$ cat config.mk
export PLATFORM = sky130hd
export DESIGN_NAME = gci_std_kmc_ps2_host_tx_50mhz_flat
export DESIGN_NICKNAME = d
export VERILOG_FILES = /design/src/rtl/gci_std_kmc_ps2_host_tx_50mhz_pkg.sv /design/src/rtl/gci_std_kmc_ps2_host_tx_50mhz_if.sv /design/src/rtl/gci_std_kmc_ps2_tx_timer.sv /design/src/rtl/gci_std_kmc_ps2_host_tx_50mhz.sv /design/src/flat_wrapper.sv
export SDC_FILE = /design/constraint.sdc
export NUM_CORES = 1
export LEC_CHECK = 0
export CORE_AREA = 8 8 54 100
export CTS_BUF_LIST = sky130_fd_sc_hd__clkbuf_4
export DETAILED_ROUTE_END_ITERATION = 7
export DIE_AREA = 0 0 62 108
export PLACE_DENSITY = 0.79
export RECOVER_POWER = 100
export SYNTH_ARGS = -nofsm -noshare
export SYNTH_HDL_FRONTEND = slang
export SYNTH_HIERARCHICAL = 1
export SYNTH_SLANG_ARGS = --single-unit
$ cat constraint.sdc
create_clock -name iCLOCK -period 3.2 [get_ports iCLOCK]
set_input_delay 0.64 -clock iCLOCK [delete_from_list [all_inputs] [get_ports iCLOCK]]
set_output_delay 0.64 -clock iCLOCK [all_outputs]
set_load 0.01 [all_outputs]
$ cat src/rtl/gci_std_kmc_ps2_host_tx_50mhz_pkg.sv
// gci_std_kmc_ps2_host_tx_50mhz_pkg: shared PS/2 state encodings, frame size and default interval constants.
package gci_std_kmc_ps2_host_tx_50mhz_pkg;
  typedef enum logic [2:0] {
    ST_IDLE,
    ST_INHIBIT,
    ST_RTS,
    ST_SHIFT,
    ST_ACK,
    ST_WAIT_IDLE
  } state_t;
  localparam int PS2_FRAME_BITS = 11;
  localparam int DEF_INHIBIT_CYCLES = 5000;
  localparam int DEF_TIMEOUT_CYCLES = 750000;
  localparam int DEF_TIMER_W = 20;
  // Data byte with its odd-parity bit on top, shifted out LSB first.
  function automatic logic [8:0] payload(input logic [7:0] d);
    return {~^d, d};
  endfunction
endpackage

$ cat src/rtl/gci_std_kmc_ps2_host_tx_50mhz_if.sv
// gci_std_kmc_ps2_host_tx_50mhz_if: command request/status bus between KMC core and PS/2 transmitter.
interface gci_std_kmc_ps2_host_tx_50mhz_if;
  logic iREQ;
  logic [7:0] iDATA;
  logic oBUSY;
  logic oDONE;
  logic oERR;
  modport master(output iREQ, iDATA, input oBUSY, oDONE, oERR);
  modport slave(input iREQ, iDATA, output oBUSY, oDONE, oERR);
endinterface

$ cat src/rtl/gci_std_kmc_ps2_tx_timer.sv
// gci_std_kmc_ps2_tx_timer: clearable cycle up-counter with terminal compare.
module gci_std_kmc_ps2_tx_timer #(
  parameter int TIMER_W = 20
) (
  input  logic               iCLOCK,
  input  logic               inRESET,
  input  logic               i_clear,
  input  logic [TIMER_W-1:0] i_limit,
  output logic               o_hit
);
  logic [TIMER_W-1:0] r_cnt;
  always_ff @(posedge iCLOCK or negedge inRESET)
    if (!inRESET) r_cnt <= '0;
    else r_cnt <= i_clear ? '0 : r_cnt + TIMER_W'(1);
  assign o_hit = r_cnt == i_limit;
endmodule

$ cat src/rtl/gci_std_kmc_ps2_host_tx_50mhz.sv
// gci_std_kmc_ps2_host_tx_50mhz: PS/2 host-to-device command transmitter (inhibit, RTS, frame, ack).
module gci_std_kmc_ps2_host_tx_50mhz
  import gci_std_kmc_ps2_host_tx_50mhz_pkg::*;
#(
  parameter int INHIBIT_CYCLES = DEF_INHIBIT_CYCLES,
  parameter int TIMEOUT_CYCLES = DEF_TIMEOUT_CYCLES,
  parameter int TIMER_W = DEF_TIMER_W
) (
  input  logic                             iCLOCK,
  input  logic                             inRESET,
  gci_std_kmc_ps2_host_tx_50mhz_if.slave   bus,
  input  logic                             iPS2_CLK,
  input  logic                             iPS2_DAT,
  output logic                             oPS2_CLK_OE,
  output logic                             oPS2_DAT_OE
);
  state_t r_state, w_state;
  logic r_prev, r_dat_oe, w_dat_oe, r_done, w_done, r_err, w_err;
  logic [3:0] r_cnt, w_cnt;
  logic [8:0] r_sh, w_sh;
  logic w_fall, w_hit, w_clr, w_busy;
  logic [TIMER_W-1:0] w_limit;
  assign w_fall = r_prev & ~iPS2_CLK;
  assign w_busy = (r_state != ST_IDLE) | r_done | r_err;
  // One timer serves both intervals: restarted on accept and again on RTS entry.
  assign w_limit = (r_state == ST_INHIBIT) ? TIMER_W'(INHIBIT_CYCLES - 1) : TIMER_W'(TIMEOUT_CYCLES - 1);
  assign w_clr = (r_state == ST_IDLE) | ((r_state == ST_INHIBIT) & w_hit);
  gci_std_kmc_ps2_tx_timer #(.TIMER_W(TIMER_W)) u_timer (
    .iCLOCK (iCLOCK),
    .inRESET(inRESET),
    .i_clear(w_clr),
    .i_limit(w_limit),
    .o_hit  (w_hit)
  );
  always_comb begin
    w_state = r_state;
    w_cnt = r_cnt;
    w_sh = r_sh;
    w_dat_oe = r_dat_oe;
    w_done = 1'b0;
    w_err = 1'b0;
    case (r_state)
      ST_IDLE: if (bus.iREQ && !w_busy) begin
        w_state = ST_INHIBIT;
        w_sh = payload(bus.iDATA);
        w_cnt = '0;
      end
      ST_INHIBIT: begin
        w_dat_oe = 1'b0;
        w_state = w_hit ? ST_RTS : ST_INHIBIT;
      end
      ST_RTS: begin
        w_dat_oe = 1'b1;
        w_state = ST_SHIFT;
      end
      ST_SHIFT: if (w_fall) begin
        w_cnt = r_cnt + 4'd1;
        w_dat_oe = (r_cnt == 4'(PS2_FRAME_BITS - 2)) ? 1'b0 : ~r_sh[0];
        w_sh = r_sh >> 1;
        w_state = (r_cnt == 4'(PS2_FRAME_BITS - 2)) ? ST_ACK : ST_SHIFT;
      end
      ST_ACK: if (w_fall) begin
        w_state = iPS2_DAT ? ST_IDLE : ST_WAIT_IDLE;
        w_err = iPS2_DAT;
      end
      ST_WAIT_IDLE: if (iPS2_CLK && iPS2_DAT) begin
        w_state = ST_IDLE;
        w_done = 1'b1;
      end
      default: w_state = ST_IDLE;
    endcase
    if (w_hit && !w_done && (r_state inside {ST_RTS, ST_SHIFT, ST_ACK, ST_WAIT_IDLE})) begin
      w_state = ST_IDLE;
      w_dat_oe = 1'b0;
      w_err = 1'b1;
    end
  end
  always_ff @(posedge iCLOCK or negedge inRESET)
    if (!inRESET) begin
      r_state <= ST_IDLE;
      r_prev <= 1'b1;
      r_cnt <= '0;
      r_sh <= '0;
      r_dat_oe <= 1'b0;
      r_done <= 1'b0;
      r_err <= 1'b0;
    end else begin
      r_state <= w_state;
      r_prev <= iPS2_CLK;
      r_cnt <= w_cnt;
      r_sh <= w_sh;
      r_dat_oe <= w_dat_oe;
      r_done <= w_done;
      r_err <= w_err;
    end
  assign oPS2_CLK_OE = r_state == ST_INHIBIT;
  assign oPS2_DAT_OE = r_dat_oe;
  assign bus.oBUSY = w_busy;
  assign bus.oDONE = r_done;
  assign bus.oERR = r_err;
endmodule

$ cat src/flat_wrapper.sv
// flat-port wrapper written by rule: the top's interface ports become plain ports
module gci_std_kmc_ps2_host_tx_50mhz_flat import gci_std_kmc_ps2_host_tx_50mhz_pkg::*;
#(
  parameter int INHIBIT_CYCLES = DEF_INHIBIT_CYCLES,
  parameter int TIMEOUT_CYCLES = DEF_TIMEOUT_CYCLES,
  parameter int TIMER_W = DEF_TIMER_W
)
  (iCLOCK, inRESET, iPS2_CLK, iPS2_DAT, oPS2_CLK_OE, oPS2_DAT_OE, bus_iREQ, bus_iDATA, bus_oBUSY, bus_oDONE, bus_oERR);
  gci_std_kmc_ps2_host_tx_50mhz_if bus_i ();
  input  logic iCLOCK;
  input  logic inRESET;
  input  logic iPS2_CLK;
  input  logic iPS2_DAT;
  output logic oPS2_CLK_OE;
  output logic oPS2_DAT_OE;
  input wire logic [$bits(bus_i.iREQ)-1:0] bus_iREQ;
  input wire logic [$bits(bus_i.iDATA)-1:0] bus_iDATA;
  output wire logic [$bits(bus_i.oBUSY)-1:0] bus_oBUSY;
  output wire logic [$bits(bus_i.oDONE)-1:0] bus_oDONE;
  output wire logic [$bits(bus_i.oERR)-1:0] bus_oERR;
  assign bus_i.iREQ = bus_iREQ;
  assign bus_i.iDATA = bus_iDATA;
  assign bus_oBUSY = bus_i.oBUSY;
  assign bus_oDONE = bus_i.oDONE;
  assign bus_oERR = bus_i.oERR;
  gci_std_kmc_ps2_host_tx_50mhz #(.INHIBIT_CYCLES(INHIBIT_CYCLES), .TIMEOUT_CYCLES(TIMEOUT_CYCLES), .TIMER_W(TIMER_W)) u_core (.iCLOCK(iCLOCK), .inRESET(inRESET), .bus(bus_i), .iPS2_CLK(iPS2_CLK), .iPS2_DAT(iPS2_DAT), .oPS2_CLK_OE(oPS2_CLK_OE), .oPS2_DAT_OE(oPS2_DAT_OE));
endmodule
==> impl_summary.md, run 1 <==
Outcome
The run finished, with violations left. The checks that failed: capacitance limit, slew limit.

Synthesis
The share of synthesized flip-flops with an asynchronous set or reset is 100.0%. The most frequently used cell type in the post-synthesis netlist is sky130_fd_sc_hd__dfrtp_1. After synthesis, the most frequently instantiated cells are 39 x sky130_fd_sc_hd__dfrtp_1, 24 x sky130_fd_sc_hd__a21oi_1, 24 x sky130_fd_sc_hd__nor2_1. For this run, the register share of the synthesized area comes to 42.27%.

The total standard cell area after synthesis is 2371 µm². The synthesized area divided by synthesized cell count is 9.262 µm². The number of distinct standard cells referenced by the synthesized netlist is 47. The share of Yosys cell area claimed by the top area cell type is 41.16%.

Counting every instance in the synthesized netlist gives 256. The number of flops mapped to enable cells by yosys is 0. The Yosys step of the flow raised 6 warnings. The most common flop cell mapped by yosys is sky130_fd_sc_hd__dfrtp_1. After synthesis, the cell types taking the most area are sky130_fd_sc_hd__dfrtp_1 41%, sky130_fd_sc_hd__xnor2_1 7.0%, sky130_fd_sc_hd__xor2_1 5.9%. After synthesis the netlist holds a flip-flop and latch count of 40. The synthesized design spends more area on one cell type than any other, namely sky130_fd_sc_hd__dfrtp_1.

STA
Adding up every negative setup slack in the final design gives 0 ns. The worst pin sits at a relative slew slack of -43.13%. The worst path in the final design needs a cycle of 2.932 ns, including I/O delays and setup. On the final layout, the worst clock skew is 0.01308 ns.

The final hold violation count is 0. The max-slew violation count came to 41. The setup-violating endpoint count in the final report is 0.

The final cycle utilization of the critical path is 91.62%. The measured slew at the worst slew-check pin is 2.147 ns. Setup repair after global routing left no endpoint under its margin. The maximum operating frequency is 341.1 MHz.

Critical path
The biggest fanout along the worst timing path is 10. The cell with the largest stage delay on the worst path is sky130_fd_sc_hd__dlygate4sd3_1. The endpoint identified for the worst register-to-register timing path is u_core/u_timer/r_cnt[13]. The critical path starts at u_core/r_state[0]. The launch point of the worst reg-to-reg path is u_core/r_state[0].

The logic depth of the worst register-to-register path is 13. On the worst path, the slowest cell contributes a delay of 0.62 ns. The critical path capture point type is a primary output. For flop-to-flop paths, the worst setup slack is 0.40 ns.

The signal on the critical path passes through buf_4 -> or2_2 -> or4_1 -> dlygate4sd3_1. The worst setup path is launched from a flop. The arrival time reported for the critical path endpoint is 2.29 ns.

The worst setup path category is flop to primary output. The required time reported for the critical path endpoint is 2.56 ns.

Finish
Compared with the post-synthesis result, the final layout area differs by 12.82%. The share of layout cells above drive strength 1 is 8.042%. The net count reported at finish is 302. The number of diodes is 0.

GRT
The largest net degree at the start of global routing is 41. The first-pass GRT wire length is 8949 µm. The total overflow left after global routing is 0. The total global routing track utilization is 17.58%. The number of antenna violations at the first check in global routing is 0.

The number of global-route vias before repair is 1957.

Clock network
For this design, the sink count on the clock tree is 40. The total CTS buffers is 5. The insertion delay to the later sink of the worst-skew pair is 0.35 ns. The clock passes through at most 2 buffers. After clock tree synthesis, the clock-pin slew on the worst setup and hold paths is 0.12 ns.

Post-CTS repair changed the size of 0 cells. The tree is rooted in a sky130_fd_sc_hd__clkbuf_4. TritonCTS built the clock tree. The count of buffers added by post-CTS timing repair for setup is 0.

The total of hold buffers inserted after clock tree synthesis is 0. The clock tree synthesis step divided the H-tree into 2 levels.

Drt
In this run the remaining antenna-violating nets after routing total 0. The overall via count from detail_route is 1919. Dividing the detail-routed wire length by the instance count gives 15.11 µm. The post-detailed-route DRC marker count is 0. The number of DRC markers in iteration 0 is 109. Dividing the detail-routed via count by the number of cells gives 5.678.

Summed over all layers, the routed wires come to 5108 µm. The first detailed-routing pass ran for 4 iterations.

Hold path
The type of the most critical hold path is flop to flop. Counting instances, the worst hold path has a depth of 1. The capture endpoint of the worst hold path is u_core/u_timer/r_cnt[0]. The startpoint of the tightest hold check path is u_core/u_timer/r_cnt[0].

Place
Summed over all nets, the half-perimeter wirelength after detailed placement is 3893 µm. Port buffering added 17 buffers. Routability-driven placement finished with a final weighted congestion of 0.9341.

Die
The die area is 6696 µm². The die outline height is 108 µm. The initial cell density of the core is 58.00%. The region available for standard cell placement spans 4088 µm². The total number of placement rows is 33.

The die is 62 µm wide. The total I/O pin count is 18.

Pwr
The overall power after layout is 1.458 mW. Across the VDD grid, the largest voltage drop is 0.3539 mV. The power density over the cells is 545.2 nW/µm².

The static power due to leakage is 1.179 nW.

Job
Max-cap violations in this run came to 1.
-- stage by stage --
step | instance area [µm²] | cells | setup slack [ns] | util, % | hold slack, ns
after global routing | 2675 | 338 | 0.1246 | 65.44 | 0.5566
after detailed placement | 2624 | 330 | 0.4668 | 64.19 | 0.5072
after global placement | 2624 | 330 | 0.5779 | 64.19 | 0.4972
after floorplan | 2409 | 266 | 0.1604 | - | 0.3444
final | 2675 | 338 | 0.2682 | 65.44 | 0.5217
after CTS | 2680 | 338 | 0.3614 | 65.56 | 0.4100
-- layout make-up --
cell class	count	area [µm²]
clock buffer	7	52.55
clock inverter	1	3.754
fill	357	1413
inverter	12	45.04
multi-input combinational	202	1294
sequential	40	1002
tap	52	65.06
timing repair buffer	24	212.7
-- sequential cells by signal (all words and copies together), names as in the netlist --
register	cells
u_core/bus.oDONE	1
u_core/bus.oERR	1
u_core/oPS2_DAT_OE	1
u_core/r_cnt	4
u_core/r_prev	1
u_core/r_sh	9
u_core/r_state	3
u_core/u_timer/r_cnt	20
-- where the power goes --
group / switching (mW) / internal (mW) / total [mW]
clock network: 0.158 / 0.102 / 0.259
logic: 0.189 / 0.196 / 0.384
registers: 0.166 / 0.649 / 0.815
-- worst max-delay path, delay by kind of cell, from the launching register on --
kind                   cells  cell delay [ns]
buffers and inverters      2             0.79
and+or+nand+nor            2             0.75
DFF                        1             0.40
-- how the worst max path moves through the flow --
stage          slack [ns]                  endpoint
6_report             0.27                 bus_oBUSY
2_1_floorplan        0.16  u_core/u_timer/r_cnt[13]
3_5_place_dp         0.47  u_core/u_timer/r_cnt[13]
5_1_grt              0.12  u_core/u_timer/r_cnt[13]
3_3_place_gp         0.58  u_core/u_timer/r_cnt[13]
4_1_cts              0.36                 bus_oBUSY
-- routing by layer --
layer,global-route usage (%),share of wire (%),up-vias
li1,-,-,936
met1,17.79,36,932
met2,30.68,57,35
met3,2.973,3.0,16
met4,11.82,4.2,0
met5,0,0,-
-- cells by family (layout without fill, tap and decap cells) --
logic type                 after synthesis  after routing  synth area share (%)
AOI/OAI and AO/OA                       48             48                 12.51
xor gates and xnor gates                35             35                 12.93
adders and majority gates                4              4                 2.111
buffers and inverters                   24             44                 4.749
DFF                                     40             40                 42.27
muxes                                   10             10                 4.275
other                                    2             12                0.3167
and+or+nand+nor                         93             93                 20.84
-- cells in the final DEF, fill, tap and decap left out, types with 2 or more instances in the layout --
cell / n
sky130_fd_sc_hd__nand2_1: 13
sky130_fd_sc_hd__xnor2_1: 19
sky130_fd_sc_hd__xor2_1: 16
sky130_fd_sc_hd__or3_1: 4
sky130_fd_sc_hd__nand3_1: 12
sky130_fd_sc_hd__clkbuf_4: 7
sky130_fd_sc_hd__nor2_1: 24
sky130_fd_sc_hd__nand2b_1: 2
sky130_fd_sc_hd__nor2b_1: 5
sky130_fd_sc_hd__buf_4: 6
sky130_fd_sc_hd__o21ai_0: 7
sky130_fd_sc_hd__clkbuf_1: 2
sky130_fd_sc_hd__nor4_1: 5
sky130_fd_sc_hd__nand3_2: 2
sky130_fd_sc_hd__mux2i_1: 9
sky130_fd_sc_hd__nand3b_1: 2
sky130_fd_sc_hd__or4_1: 3
sky130_fd_sc_hd__dlygate4sd3_1: 7
sky130_fd_sc_hd__or4b_1: 2
sky130_fd_sc_hd__a31o_2: 2
sky130_fd_sc_hd__clkdlybuf4s50_1: 9
sky130_fd_sc_hd__nor3_1: 9
sky130_fd_sc_hd__dfrtp_1: 39
sky130_fd_sc_hd__a21o_1: 2
sky130_fd_sc_hd__conb_1: 12
sky130_fd_sc_hd__ha_1: 4
sky130_fd_sc_hd__a21oi_1: 24
sky130_fd_sc_hd__nand4_1: 5
sky130_fd_sc_hd__inv_1: 12
sky130_fd_sc_hd__o31ai_1: 2
Note: power is estimated with default switching activity, not from simulation.
==> inputs of run 2 (changes only) <==
--- a/config.mk
+++ b/config.mk
@@ -5,10 +5,10 @@
 export SDC_FILE = /design/constraint.sdc
 export NUM_CORES = 1
 export LEC_CHECK = 0
-export CORE_AREA = 8 8 54 100
+export CORE_AREA = 2 2 48 94
 export CTS_BUF_LIST = sky130_fd_sc_hd__clkbuf_4
 export DETAILED_ROUTE_END_ITERATION = 7
-export DIE_AREA = 0 0 62 108
+export DIE_AREA = 0 0 50 96
 export PLACE_DENSITY = 0.79
 export RECOVER_POWER = 100
 export SYNTH_ARGS = -nofsm -noshare
==> run 2 against run 1 <==
  * The flow still finishes with violations (capacitance limit, slew limit)
  * Worst setup slack better by 0.0083 ns
  * Die area decreased by 28%
  * Register-to-register slack about the same
  * Largest cell class unchanged
  * Largest power group unchanged
==> impl_summary.md, run 2 (same netlist as run 1, synthesis figures left out) <==
STA
The post-route worst setup slack was 0.2765 ns (was 0.2682 ns). The maximum operating frequency is 342.1 MHz (was 341.1 MHz). The measured slew at the worst slew-check pin came to 2.139 ns (was 2.147 ns). The setup TNS is 0 ns (unchanged). The setup-violating endpoint count in the final report was 0 (unchanged). The maximum clock skew at final layout was 0.01042 ns (was 0.01308 ns). The final hold violation count came to 0 (unchanged). The final cycle utilization of the critical path is 91.36% (was 91.62%).

RSZ-0062 raised after global routing: no (unchanged). The max-slew headroom at the worst pin is -42.62% (was -43.13%). The minimum clock period is 2.923 ns (was 2.932 ns). The max-slew violation count is 41 (unchanged).

Hold path
The type of the most critical hold path is flop to flop (unchanged). The capture endpoint of the worst hold path was u_core/u_timer/r_cnt[0] (unchanged). The hold-critical path depth came to 1 (unchanged). The startpoint of the tightest hold check path was u_core/u_timer/r_cnt[0] (unchanged).

Finish
The core utilization of the finished layout is 65.84% (was 65.44%). The post-synthesis to final-layout area growth is 13.51% (was 12.82%). The total area of multi-input combinational cells is 1297 µm² (was 1294 µm²). The register containing the most flip-flops in the final layout was u_core/u_timer/r_cnt (unchanged).

The number of diodes is 0 (unchanged). The final design instance area without fill came to 2691 µm² (was 2675 µm²). The commonest non-fill, non-tap cell in the layout is sky130_fd_sc_hd__dfrtp_1 (unchanged).

The net count reported at finish is 302 (unchanged). The filler cell count in the final layout was 353 (was 357). The share of layout cells above drive strength 1 is 7.692% (was 8.042%).

Regs by FF count: u_core/u_timer/r_cnt: 20 flops, u_core/r_sh: 9 flops, u_core/r_cnt: 4 flops (unchanged). The total area of sequential cells was 1002 µm² (unchanged). Commonest cells after routing, fill and taps aside: 39 x sky130_fd_sc_hd__dfrtp_1, 24 x sky130_fd_sc_hd__nor2_1, 24 x sky130_fd_sc_hd__a21oi_1 (unchanged). The flip-flop count of the largest register after layout came to 20 (unchanged).

Clock network
The insertion delay to the later sink of the worst-skew pair is 0.35 ns (about the same). The number of H-tree levels came to 2 (unchanged). The total CTS buffers came to 5 (unchanged). The cell chosen for the clock root is sky130_fd_sc_hd__clkbuf_4 (unchanged).

The clock tree buffer depth is 2 (unchanged). The clock slew at the register clock pins of the worst setup and hold paths came to 0.12 ns (about the same). The total number of clock tree sinks is 40 (unchanged). The CTS tree is yes (unchanged).

The count of buffers added by post-CTS timing repair for setup came to 0 (unchanged).

Critical path
The worst setup path category is flop to primary output (unchanged). The required time reported for the critical path endpoint is 2.56 ns (about the same). The cell with the largest stage delay on the worst path is sky130_fd_sc_hd__dlygate4sd3_1 (unchanged). The gate family responsible for the most delay along the worst path was buffers and inverters (unchanged).

The biggest fanout along the worst timing path is 10 (unchanged). The number of cells on the critical path came to 4 (unchanged). Crit-path cells: buf_4 -> or2_2 -> or4_1 -> dlygate4sd3_1 (unchanged). The logic depth of the worst register-to-register path came to 11 (was 13). The endpoint of the lowest-slack register-to-register path is u_core/u_timer/r_cnt[15] (was u_core/u_timer/r_cnt[13]).

The arrival time reported for the critical path endpoint is 2.28 ns (was 2.29 ns). The number of buffers and inverters on the critical path was 2 (unchanged). The kind of launch point of the worst setup path is a flop (unchanged).

The launch point of the worst reg-to-reg path is u_core/r_state[1] (was u_core/r_state[0]). The critical path capture point type is a primary output (unchanged). The largest stage delay on the critical path is 0.61 ns (was 0.62 ns). The worst reg-to-reg setup slack is 0.40 ns (about the same).

GRT
The first-pass GRT wire length is 8093 µm (was 8949 µm). The largest net degree at the start of global routing is 41 (unchanged). The leftover overflow at the end of global routing is 0 (unchanged).

The number of global-route vias before repair is 1864 (was 1957). The met1 global-route usage is 22.27% (was 17.79%). The global routing met3 resource utilization is 3.261% (was 2.973%). The number of antenna violations at the first check in global routing came to 0 (unchanged). The routing layer with the top usage in global route is met2 (unchanged).

The total global routing track utilization came to 22.22% (was 17.58%). The met2 demand-to-capacity share in global routing was 41.89% (was 30.68%).

Drt
The number of DRC markers in iteration 0 was 34 (was 109). The overall via count from detail_route is 1895 (was 1919). The remaining antenna violation count came to 0 (unchanged). The final routed wirelength across all metal layers is 4935 µm (was 5108 µm). The via density per instance is 5.607 (was 5.678). The post-detailed-route DRC marker count is 0 (unchanged). The per-cell routed wire length is 14.60 µm (was 15.11 µm). The detailed-router iteration count before antenna repair was 4 (unchanged).

Die
The die area is 4800 µm² (was 6696 µm²). The total number of placement rows is 33 (unchanged). The area of the core is 4088 µm² (unchanged). The width of the chip was 50 µm (was 62 µm).

The die outline height is 96 µm (was 108 µm). The initial cell density of the core was 58.00% (unchanged). The total I/O pin count is 18 (unchanged).

Place
The pre-CTS worst setup slack is 0.3551 ns (was 0.4668 ns). The detailed-placement wirelength estimate is 3689 µm (was 3893 µm). The routability-driven placement congestion ratio is 0.8650 (was 0.9341). The post-placement cell area was 2624 µm² (unchanged).

The number of buffers added on ports is 17 (unchanged).

Outcome
Violations in the final reports: capacitance limit, slew limit (unchanged). Run status: complete, but fails checks (unchanged).

Pwr
The power density over the cells is 565.0 nW/µm² (was 545.2 nW/µm²). The switching power was 0.5165 mW (was 0.5122 mW). The fraction of power consumed by combinational cells is 25.1% (was 26.3%).

The sequential group share of total power came to 53.6% (was 55.9%). The worst voltage drop across the vdd grid came to 0.3887 mV (was 0.3539 mV). The overall power after layout is 1.521 mW (was 1.458 mW). The switching part of the total is 33.96% (was 35.12%).

The internal power component was 1.004 mW (was 0.9462 mW). The portion of total power attributed to the clock network is 21.3% (was 17.8%). The static power due to leakage is 1.186 nW (was 1.179 nW).

Job
The reported max-cap violation count came to 1 (unchanged).
[run 2: cell types whose count changed in the layout (fill, tap and decap cells not counted), sizes merged]
cell / previous run / this run
dlygate4sd3: 7 / 6
bufinv: 0 / 1
buf: 6 / 4
clkdlybuf4s50: 9 / 10
clkinv: 1 / 2
[run 2: worst max-delay path by stage]
stage	startpoint	end	slack, ns
after floorplan	u_core/r_state[2]	u_core/u_timer/r_cnt[13]	0.16
after global placement	u_core/r_state[1]	u_core/u_timer/r_cnt[15]	0.47
after detailed placement	u_core/r_state[1]	u_core/u_timer/r_cnt[15]	0.36
after CTS	u_core/r_state[1]	u_core/u_timer/r_cnt[15]	0.33
after global routing	u_core/r_state[1]	u_core/u_timer/r_cnt[15]	0.15
final	u_core/r_state[0]	bus_oBUSY	0.28
[run 2: power by group through the flow]
stage	sequential [mW]	combinational [mW]	clock, mW
after floorplan	0.756	0.347	0
after global placement	0.816	0.371	0
after detailed placement	0.822	0.385	0
after CTS	0.812	0.388	0.338
after global routing	0.832	0.439	0.355
final	0.815	0.382	0.323
[run 2: repair_timing]
action,CTS,global route
endpoints found under the hold margin,0,0
setup endpoints to repair,0,1
hold buffers,0,0
gates resized for setup,0,1
[run 2: final cells by class]
cell class / instances / area share, %
clock buffers: 5 / 1.395
clock inverters: 3 / 1.395
inverters: 12 / 1.674
multi-input cells: 202 / 48.21
flip-flops and latches: 40 / 37.24
well taps: 52 / 2.417
repair buffers: 24 / 7.671
[run 2: per-layer routing]
metal | vias up | share of wire, %
li1 | 942 | -
met2 | 20 | 56
met4 | 0 | 4.1
met5 | - | 0
met1 | 920 | 38
met3 | 13 | 1.8
[run 2: worst register-to-register path, delay by kind of cell (launching register included)]
family,cells,cell delay (ns)
compound gates,1,0.25
buf+inv,3,0.53
mux,1,0.25
flops,1,0.53
xor+xnor,1,0.19
simple gates,5,0.95
[run 2: metrics by stage]
step                      hold WS [ns]  instances
after CTS                       0.4328        338
final                           0.5252        338
after global routing            0.5644        338
after detailed placement        0.5141        330
after floorplan                 0.3444        266
after global placement          0.4961        330
